$ cat config.mk
export PLATFORM = sky130hd
export DESIGN_NAME = rc_sampler_flat
export DESIGN_NICKNAME = d
export VERILOG_FILES = /design/src/rtl/rc_sampler_if.sv /design/src/rtl/rc_sampler.sv /design/src/flat_wrapper.sv
export SDC_FILE = /design/constraint.sdc
export NUM_CORES = 2
export LEC_CHECK = 0
export BUFFER_PORTS_ARGS = -buffer_cell sky130_fd_sc_hd__buf_2
export CORE_ASPECT_RATIO = 0.8
export CORE_MARGIN = 1.5
export CORE_UTILIZATION = 25
export CTS_CLUSTER_DIAMETER = 40
export DETAILED_ROUTE_END_ITERATION = 16
export HOLD_SLACK_MARGIN = 0.03
export PLACE_DENSITY = 0.49
export SLEW_MARGIN = 30
export SYNTH_ARGS = -nofsm -noshare
export SYNTH_HDL_FRONTEND = slang
export SYNTH_SLANG_ARGS = --single-unit
export TNS_END_PERCENT = 20
$ cat constraint.sdc
create_clock -name clk -period 3.8 [get_ports clk]
set_input_delay 0.76 -clock clk [delete_from_list [all_inputs] [get_ports clk]]
set_output_delay 0.76 -clock clk [all_outputs]
set_load 0.01 [all_outputs]
$ cat src/rtl/rc_sampler_if.sv
// rc_sampler_if: XOF word stream in, packed Z_q vector out.
interface rc_sampler_if #(
    parameter int BITLEN  = 17,
    parameter int PASTA_S = 32,
    parameter int XOF_W   = 64
);
    logic [XOF_W-1:0]          xof_data;
    logic                      xof_valid;
    logic                      xof_ready;
    logic [BITLEN*PASTA_S-1:0] vec_out;
    logic                      vec_valid;
    logic                      vec_ready;
    modport master (output xof_data, xof_valid, vec_ready, input xof_ready, vec_out, vec_valid);
    modport slave  (input xof_data, xof_valid, vec_ready, output xof_ready, vec_out, vec_valid);
endinterface

$ cat src/rtl/rc_sampler.sv
// rc_sampler: rejection-samples XOF words into Z_q and emits double-buffered vectors.
// Define RCS_NONZERO_EN to also reject zero candidates (Z_q* sampling).
module rc_sampler #(
    parameter int BITLEN  = 17,
    parameter int Q       = 65537,
    parameter int PASTA_S = 32,
    parameter int XOF_W   = 64,
    parameter int CNT_W   = 16
) (
    input  logic             clk,
    input  logic             rst_rcs,
    input  logic             start_rcs,
    input  logic [7:0]       nvec_rcs,
    rc_sampler_if.slave      bus,
    output logic             busy_rcs,
    output logic             done_rcs,
    output logic [CNT_W-1:0] rej_cnt
);
    typedef enum logic [2:0] {IDLE, FILL, XFER, DRAIN, DONE} state_t;
    localparam int IDX_W = $clog2(PASTA_S);
    localparam logic [BITLEN-1:0] Q_V = BITLEN'(Q);
    localparam logic [IDX_W-1:0] IDX_LAST = IDX_W'(PASTA_S - 1);
    state_t                    state_q, state_d;
    logic [IDX_W-1:0]          idx_q, idx_d;
    logic [7:0]                rem_q, rem_d;
    logic [BITLEN*PASTA_S-1:0] fill_q, fill_d, vec_q, vec_d;
    logic                      vec_valid_q, vec_valid_d;
    logic [CNT_W-1:0]          rej_q, rej_d;
    logic [BITLEN-1:0]         cand;
    logic                      accept, out_free;
    always_comb begin
        cand = bus.xof_data[BITLEN-1:0];
`ifdef RCS_NONZERO_EN
        accept = cand < Q_V && cand != '0;
`else
        accept = cand < Q_V;
`endif
        out_free    = !vec_valid_q || bus.vec_ready;
        state_d     = state_q;
        idx_d       = idx_q;
        rem_d       = rem_q;
        fill_d      = fill_q;
        vec_d       = vec_q;
        rej_d       = rej_q;
        vec_valid_d = vec_valid_q && !bus.vec_ready;
        case (state_q)
            IDLE: if (start_rcs) begin
                rem_d   = nvec_rcs;
                rej_d   = '0;
                state_d = nvec_rcs == 8'd0 ? DONE : FILL;
            end
            FILL: if (bus.xof_valid) begin
                if (accept) begin
                    fill_d[BITLEN*idx_q +: BITLEN] = cand;
                    idx_d   = idx_q == IDX_LAST ? '0 : idx_q + 1'b1;
                    state_d = idx_q == IDX_LAST ? XFER : FILL;
                end else begin
                    rej_d = rej_q + CNT_W'(rej_q != '1);
                end
            end
            // fill buffer moves out only when the output slot is empty or being taken
            XFER: if (out_free) begin
                vec_d       = fill_q;
                vec_valid_d = 1'b1;
                rem_d       = rem_q - 8'd1;
                state_d     = rem_q > 8'd1 ? FILL : DRAIN;
            end
            DRAIN:   state_d = vec_valid_q && bus.vec_ready ? DONE : DRAIN;
            DONE:    state_d = IDLE;
            default: state_d = IDLE;
        endcase
    end
    always_ff @(posedge clk) begin
        if (!rst_rcs) begin
            state_q     <= IDLE;
            idx_q       <= '0;
            rem_q       <= '0;
            fill_q      <= '0;
            vec_q       <= '0;
            vec_valid_q <= 1'b0;
            rej_q       <= '0;
        end else begin
            state_q     <= state_d;
            idx_q       <= idx_d;
            rem_q       <= rem_d;
            fill_q      <= fill_d;
            vec_q       <= vec_d;
            vec_valid_q <= vec_valid_d;
            rej_q       <= rej_d;
        end
    end
    assign bus.xof_ready = state_q == FILL;
    assign bus.vec_out   = vec_q;
    assign bus.vec_valid = vec_valid_q;
    assign busy_rcs      = state_q != IDLE;
    assign done_rcs      = state_q == DONE;
    assign rej_cnt       = rej_q;
endmodule

$ cat src/flat_wrapper.sv
// flat-port wrapper written by rule: the top's interface ports become plain ports
module rc_sampler_flat 
#(
    parameter int BITLEN  = 17,
    parameter int Q       = 65537,
    parameter int PASTA_S = 32,
    parameter int XOF_W   = 64,
    parameter int CNT_W   = 16
)
  (clk, rst_rcs, start_rcs, nvec_rcs, busy_rcs, done_rcs, rej_cnt, bus_xof_data, bus_xof_valid, bus_vec_ready, bus_xof_ready, bus_vec_out, bus_vec_valid);
  rc_sampler_if #(.BITLEN(BITLEN), .PASTA_S(PASTA_S), .XOF_W(XOF_W)) bus_i ();
  input  logic clk;
  input  logic rst_rcs;
  input  logic start_rcs;
  input  logic [7:0] nvec_rcs;
  output logic busy_rcs;
  output logic done_rcs;
  output logic [CNT_W-1:0] rej_cnt;
  input wire logic [$bits(bus_i.xof_data)-1:0] bus_xof_data;
  input wire logic [$bits(bus_i.xof_valid)-1:0] bus_xof_valid;
  input wire logic [$bits(bus_i.vec_ready)-1:0] bus_vec_ready;
  output wire logic [$bits(bus_i.xof_ready)-1:0] bus_xof_ready;
  output wire logic [$bits(bus_i.vec_out)-1:0] bus_vec_out;
  output wire logic [$bits(bus_i.vec_valid)-1:0] bus_vec_valid;
  assign bus_i.xof_data = bus_xof_data;
  assign bus_i.xof_valid = bus_xof_valid;
  assign bus_i.vec_ready = bus_vec_ready;
  assign bus_xof_ready = bus_i.xof_ready;
  assign bus_vec_out = bus_i.vec_out;
  assign bus_vec_valid = bus_i.vec_valid;
  rc_sampler #(.BITLEN(BITLEN), .Q(Q), .PASTA_S(PASTA_S), .XOF_W(XOF_W), .CNT_W(CNT_W)) u_core (.clk(clk), .rst_rcs(rst_rcs), .start_rcs(start_rcs), .nvec_rcs(nvec_rcs), .bus(bus_i), .busy_rcs(busy_rcs), .done_rcs(done_rcs), .rej_cnt(rej_cnt));
endmodule
# Word-level counts from Yosys, hierarchy flattened
# Index checks and enable logic that the tools add are counted.
# Widths: inputs -> output; s select.
[word_totals]
latch_bits = 0
ram_bits = 0
inputBits = 77
register_bits = 1121
wordCells = 62
mem_count = 0
rom_bits = 0
[classes]
n_lt_le_gt_ge = 2
bitwise = 0
muxes = 20
n_reduce_logical = 15
shift = 2
n_div = 0
mul = 1
eq_ne = 11
add_sub_neg = 4
[op_table]
columns = ["op", "count"]
rows = [
  ["$bwmux 544", 1],
  ["$shift 17x34->544 const A", 1],
  ["$shiftx 17x34->544", 1],
  ["$mux 16", 3],
  ["$neg 10->34", 1],
  ["$pmux 16 s2", 1],
  ["$mux 3", 6],
  ["$lt 17x17->1 const B", 1],
  ["$add 16x1->16", 1],
  ["$mux 8", 2],
  ["$ne 16x16->1 const B", 1],
  ["$pmux 8 s2", 1],
  ["$pmux 3 s4", 1],
  ["$mul 5x5->10 const A", 1],
  ["$gt 8x1->1 const B", 1],
  ["$logic_not 8->1", 1],
  ["$reduce_and 4->1", 2],
  ["$sub 8x1->8 const B", 1],
  ["$eq 3x2->1 const B", 2],
  ["$ne 2x2->1 const B", 3],
  ["$reduce_and 3->1", 2],
  ["$add 5x1->5 const B", 1],
  ["$eq 5x5->1 const B", 1],
  ["$mux 5", 1],
  ["other kinds (12)", 18],
]

# Logic depth before layout (Yosys ltp)
[depth]
ltp_word = 5
mapped_depth = 12
depth_no_buf = 8

# Least setup slack after synthesis
# No wires, ideal clock.
[synth_timing]
path_kind = "input port to flip-flop"
startpoint = "input bus_xof_data[7]"
endpoint = "register u_core.fill_q[202]"
setup_slack_ns = 0.777
cell_stages = 7
arrival_time_ns = 2.951
n_path_buf = 2
required_time_ns = 3.728
setup_time_ns = 0.072
cell_sequence = "or4_1 > o41ai_1 > buf_2 > nand4_2 > nor2_2 > buf_4 > mux2i_1"
[synth_via]
elab_chain_len = 2
[synth_rtl]
columns = ["item", "line", "rtl"]
rows = [
  ["from (decl)", "flat_wrapper.sv:19", "input wire logic [$bits(bus_i.xof_data)-1:0] bus_xof_data;"],
  ["$lt 17x17->1 / $shiftx 17x34->544 (equally long branches)", "rc_sampler.sv:36, rc_sampler.sv:54", ""],
  ["$reduce_and 3->1 (no source line) / $bwmux 544 (equally long branches)", "--", ""],
  ["to (signal assigned)", "rc_sampler.sv:86", "fill_q <= fill_d;"],
  ["to (decl)", "rc_sampler.sv:26", "logic [BITLEN*PASTA_S-1:0] fill_q, fill_d, vec_q, vec_d;"],
]
# Several ways; a longest one is shown, not always the timed one.
# A chain may end at the register's enable or synchronous reset.

# Worst setup path in the final report
[layout_timing]
startpoint = "register u_core.idx_q[0]"
endpoint = "register u_core.fill_q[441]"
[layout_via]
elab_chain_len = 4
[layout_rtl]
columns = ["item", "line", "rtl"]
rows = [
  ["from (decl)", "rc_sampler.sv:24", "logic [IDX_W-1:0] idx_q, idx_d;"],
  ["from (signal assigned)", "rc_sampler.sv:84", "idx_q <= idx_d;"],
  ["$mul 5x5->10 (*)", "rc_sampler.sv:54", "fill_d[BITLEN*idx_q +: BITLEN] = cand;"],
  ["$neg 10->34 (*)", "rc_sampler.sv:54", ""],
  ["$shiftx 17x34->544 / $shift 17x34->544 (equally long branches)", "rc_sampler.sv:54", ""],
  ["$bwmux 544 (*)", "rc_sampler.sv:54", ""],
]
# Every way passes the cells marked *; elsewhere a longest branch is shown, timed or not.

==> results.yml <==
sta:
  holdWs_ps: 276
  slew_headroom_pct: 29.9
  finalHoldViolations: 0
  finalSetupViolCount: 0
  min_period_ps: 3300
  fin_setup_tns_ps: 0
  fin_crit_sh_pct: 86.8
  rsz0062_at_grt: "false"
  tightestPinTransition_ps: 1050
  clock.fmax_mhz: 303
  slew_viol_final: 0
  finClkSkew_ps: 52.6
floorplan:
  ios: 641
  initial_utilization_pct: 25.1
  die_w_um: 450
  fp.dieH_um: 361
  core_um2: 159000
  num_rows: 131
  die_area_um2: 162000
logic_synthesis:
  ys_seq_area_share_pct: 56.1
  ys_ff_latch: 1121
  synth.avg_cell_area_um2: 8.79
  synth_warnings: 0
  synthCells: 4553
  async_flop_share_pct: 0
  synth-edff-count: 0
  synth.distinct_cells: 53
  synth_area_um2: 40000
  synth_ff_type: "dfxtp_1"
  syn_nets: 4639
setup_path:
  critPathKind: "register to register"
  rr_worst_depth: 7
  r2r_setup_slack_ps: 500
  critPathMaxFanout: 17
  cp-end-kind: "register"
  critPathMaxStageDelay_ps: 600
  cp_cell_sequence: "inv_1 -> ha_1 -> nor3b_1 -> xor2_1 -> nand4_1 -> or2_2 -> o21ai_0"
  crit_arrival_ps: 3990
  cp_slowest_cell: "or2_2"
  worstSetupStartpointType: "register"
  required_ps: 4500
cts:
  cts.clk_slew.worst_paths_ps: 50
  root_buffer: "clkbuf_16"
  post_cts_buffers: 0
  max-clock-path-buffers: 3
  h-tree-depth: 4
  cts_hold_buf: 0
  cts_buffers: 166
  clk_latency_ps: 820
  cts_sinks: 1121
  cts.repair.resized: 0
  tritoncts: "done"
place:
  routabilityCongestion: 0.809
  dp.final_hpwl_um: 103000
  port_buffers: 593
routing:
  drtPass1Iterations: 6
  drtIter0Drc: 2366
  wl_per_cell_um: 21.2
  drcViolationCount: 0
  viasPerCell: 4.57
  via_count: 33600
  postRouteAntennaNets: 0
  drt_wl_total_um: 156000
worst_hold_path:
  hp-class: "primary input to register"
  whs_path_depth: 3
cells_and_area:
  drive_gt1_share_pct: 20.3
  area_growth_pct: 29.3
  nNetsFinal: 5176
  utilization_pct: 32.5
grt:
  track_usage_pct: 18.6
  grt_overflow: 0
  grt_pass1_wl_um: 224000
  use_met3_pct: 4.08
  grt_use_met1_pct: 24.8
  grt_pass1_vias: 32300
  grtUsageMet2_pct: 29.5
  grt_start_max_net_pins: 157
  antenna_found_initial: 18
  top_usage_layer: "met2"
flow_run:
  drv_cap: 0
power:
  irDropWorstVdd_mv: 0.456
  cellPowerDensity_nw_per_um2: 552
  power.leakage_nw: 20.4
status:
  status: "finished clean"
[flip-flops by register name, summed over array words and instances (netlist names)]
name                  cells
u_core.bus.vec_out      544
u_core.bus.vec_valid      1
u_core.fill_q           544
u_core.idx_q              5
u_core.rej_cnt           16
u_core.rem_q              8
u_core.state_q            3
[report_power, final]
part           internal (mW)  switching, mW  total [mW]  leakage, nW
clock                   9.70           6.41        16.1         2.86
sequential              11.8         0.0157        11.8         9.03
combinational          0.115          0.550       0.665         8.50
[cell usage after synthesis, types with 7 or more instances]
| cell | instances | area (um2) |
|---|---|---|
| nand4_1 | 11 | 68.8 |
| clkbuf_1 | 299 | 1120 |
| o31ai_1 | 7 | 52.6 |
| nor2_1 | 16 | 60.1 |
| inv_1 | 13 | 48.8 |
| buf_4 | 10 | 75.1 |
| or4_1 | 11 | 82.6 |
| nand2_1 | 1664 | 6250 |
| o21ai_0 | 92 | 460 |
| nand3_1 | 20 | 100 |
| mux2i_1 | 460 | 4600 |
| nor4_1 | 8 | 50.1 |
| or3_1 | 10 | 62.6 |
| o21ai_1 | 15 | 75.1 |
| dfxtp_1 | 1121 | 22400 |
| buf_2 | 32 | 160 |
| o211ai_1 | 87 | 653 |
| nor3_1 | 17 | 85.1 |
| buf_1 | 11 | 41.3 |
| ha_1 | 9 | 113 |
| a21oi_1 | 572 | 2860 |
[placed cells by master, fill, tap and decap left out, types with 5 or more instances in the layout]
cell and n:
nand2_1 1652, dfxtp_1 1121, buf_2 592, a21oi_1 572
mux2i_1 460, clkbuf_16 166, buf_4 94, o21ai_0 92
o211ai_1 87, buf_12 33, inv_6 25, clkinv_2 21
nand3_1 19, clkbuf_8 16, bufinv_16 16, nor2_1 15
o21ai_1 15, clkinvlp_4 15, inv_8 14, inv_1 13
clkbuf_1 12, nand4_1 11, or4_1 11, clkinv_4 11
nor3_2 10, or3_1 10, clkinv_16 10, nand2_2 9
ha_1 9, nor3_1 8, nor4_1 7, diode_2 6
nand3b_1 6, o31ai_1 6, and2_1 5, a31oi_1 5
[metrics by stage]
| step | setup WS [ps] | area [um2] | power, mW | std cells |
|---|---|---|---|---|
| after CTS | 549 | 51700 | 28.9 | 7358 |
| after floorplan | 777 | 40000 | 12.3 | 4553 |
| final | 503 | 51700 | 28.6 | 7364 |
| after global placement | 22.9 | 45700 | 12.7 | 7049 |
| after global routing | 310 | 51700 | 29.5 | 7359 |
| after detailed placement | -29.0 | 45800 | 12.7 | 7050 |
[routing by layer]
layer	part of all wire [%]	wire length [um]
met1	46	71700
met2	46	71200
met3	5.2	8180
met4	3.1	4890
met5	0.026	41
[logic make-up after synthesis]
family	share of synthesized area [%]
buf+inv	3.63
simple gates	17.6
xor+xnor	0.109
compound gates	10.7
fa+ha+maj	0.281
flops	56.1
mux	11.5
[layout make-up]
type	instances	area, um2
sequential	1121	22400
multi-input combinational	3066	16300
clock inverter	114	1520
antenna	6	15.0
timing repair buffer	721	4360
fill	16700	107000
tap	2128	2660
clock buffer	194	4420
inverter	14	60.1
[final timing paths]
kind	start	to
setup reg to reg	u_core.idx_q[0]	u_core.fill_q[441]
setup / recovery	u_core.idx_q[0]	u_core.fill_q[441]
hold / removal	nvec_rcs[4]	u_core.rem_q[4]
hold reg to reg	u_core.fill_q[278]	u_core.bus.vec_out[278]
[critical path: cells and delay by family, from the launching register on]
kind	cells	cell delay (ps)
flip-flops	1	440
buffers and inverters	1	190
AO/OA/AOI/OAI	1	230
AND/OR/NAND/NOR	3	1450
XOR/XNOR	1	430
adder cells (fa/ha/maj)	1	430
No activity file was read; power rests on OpenSTA's default activity.
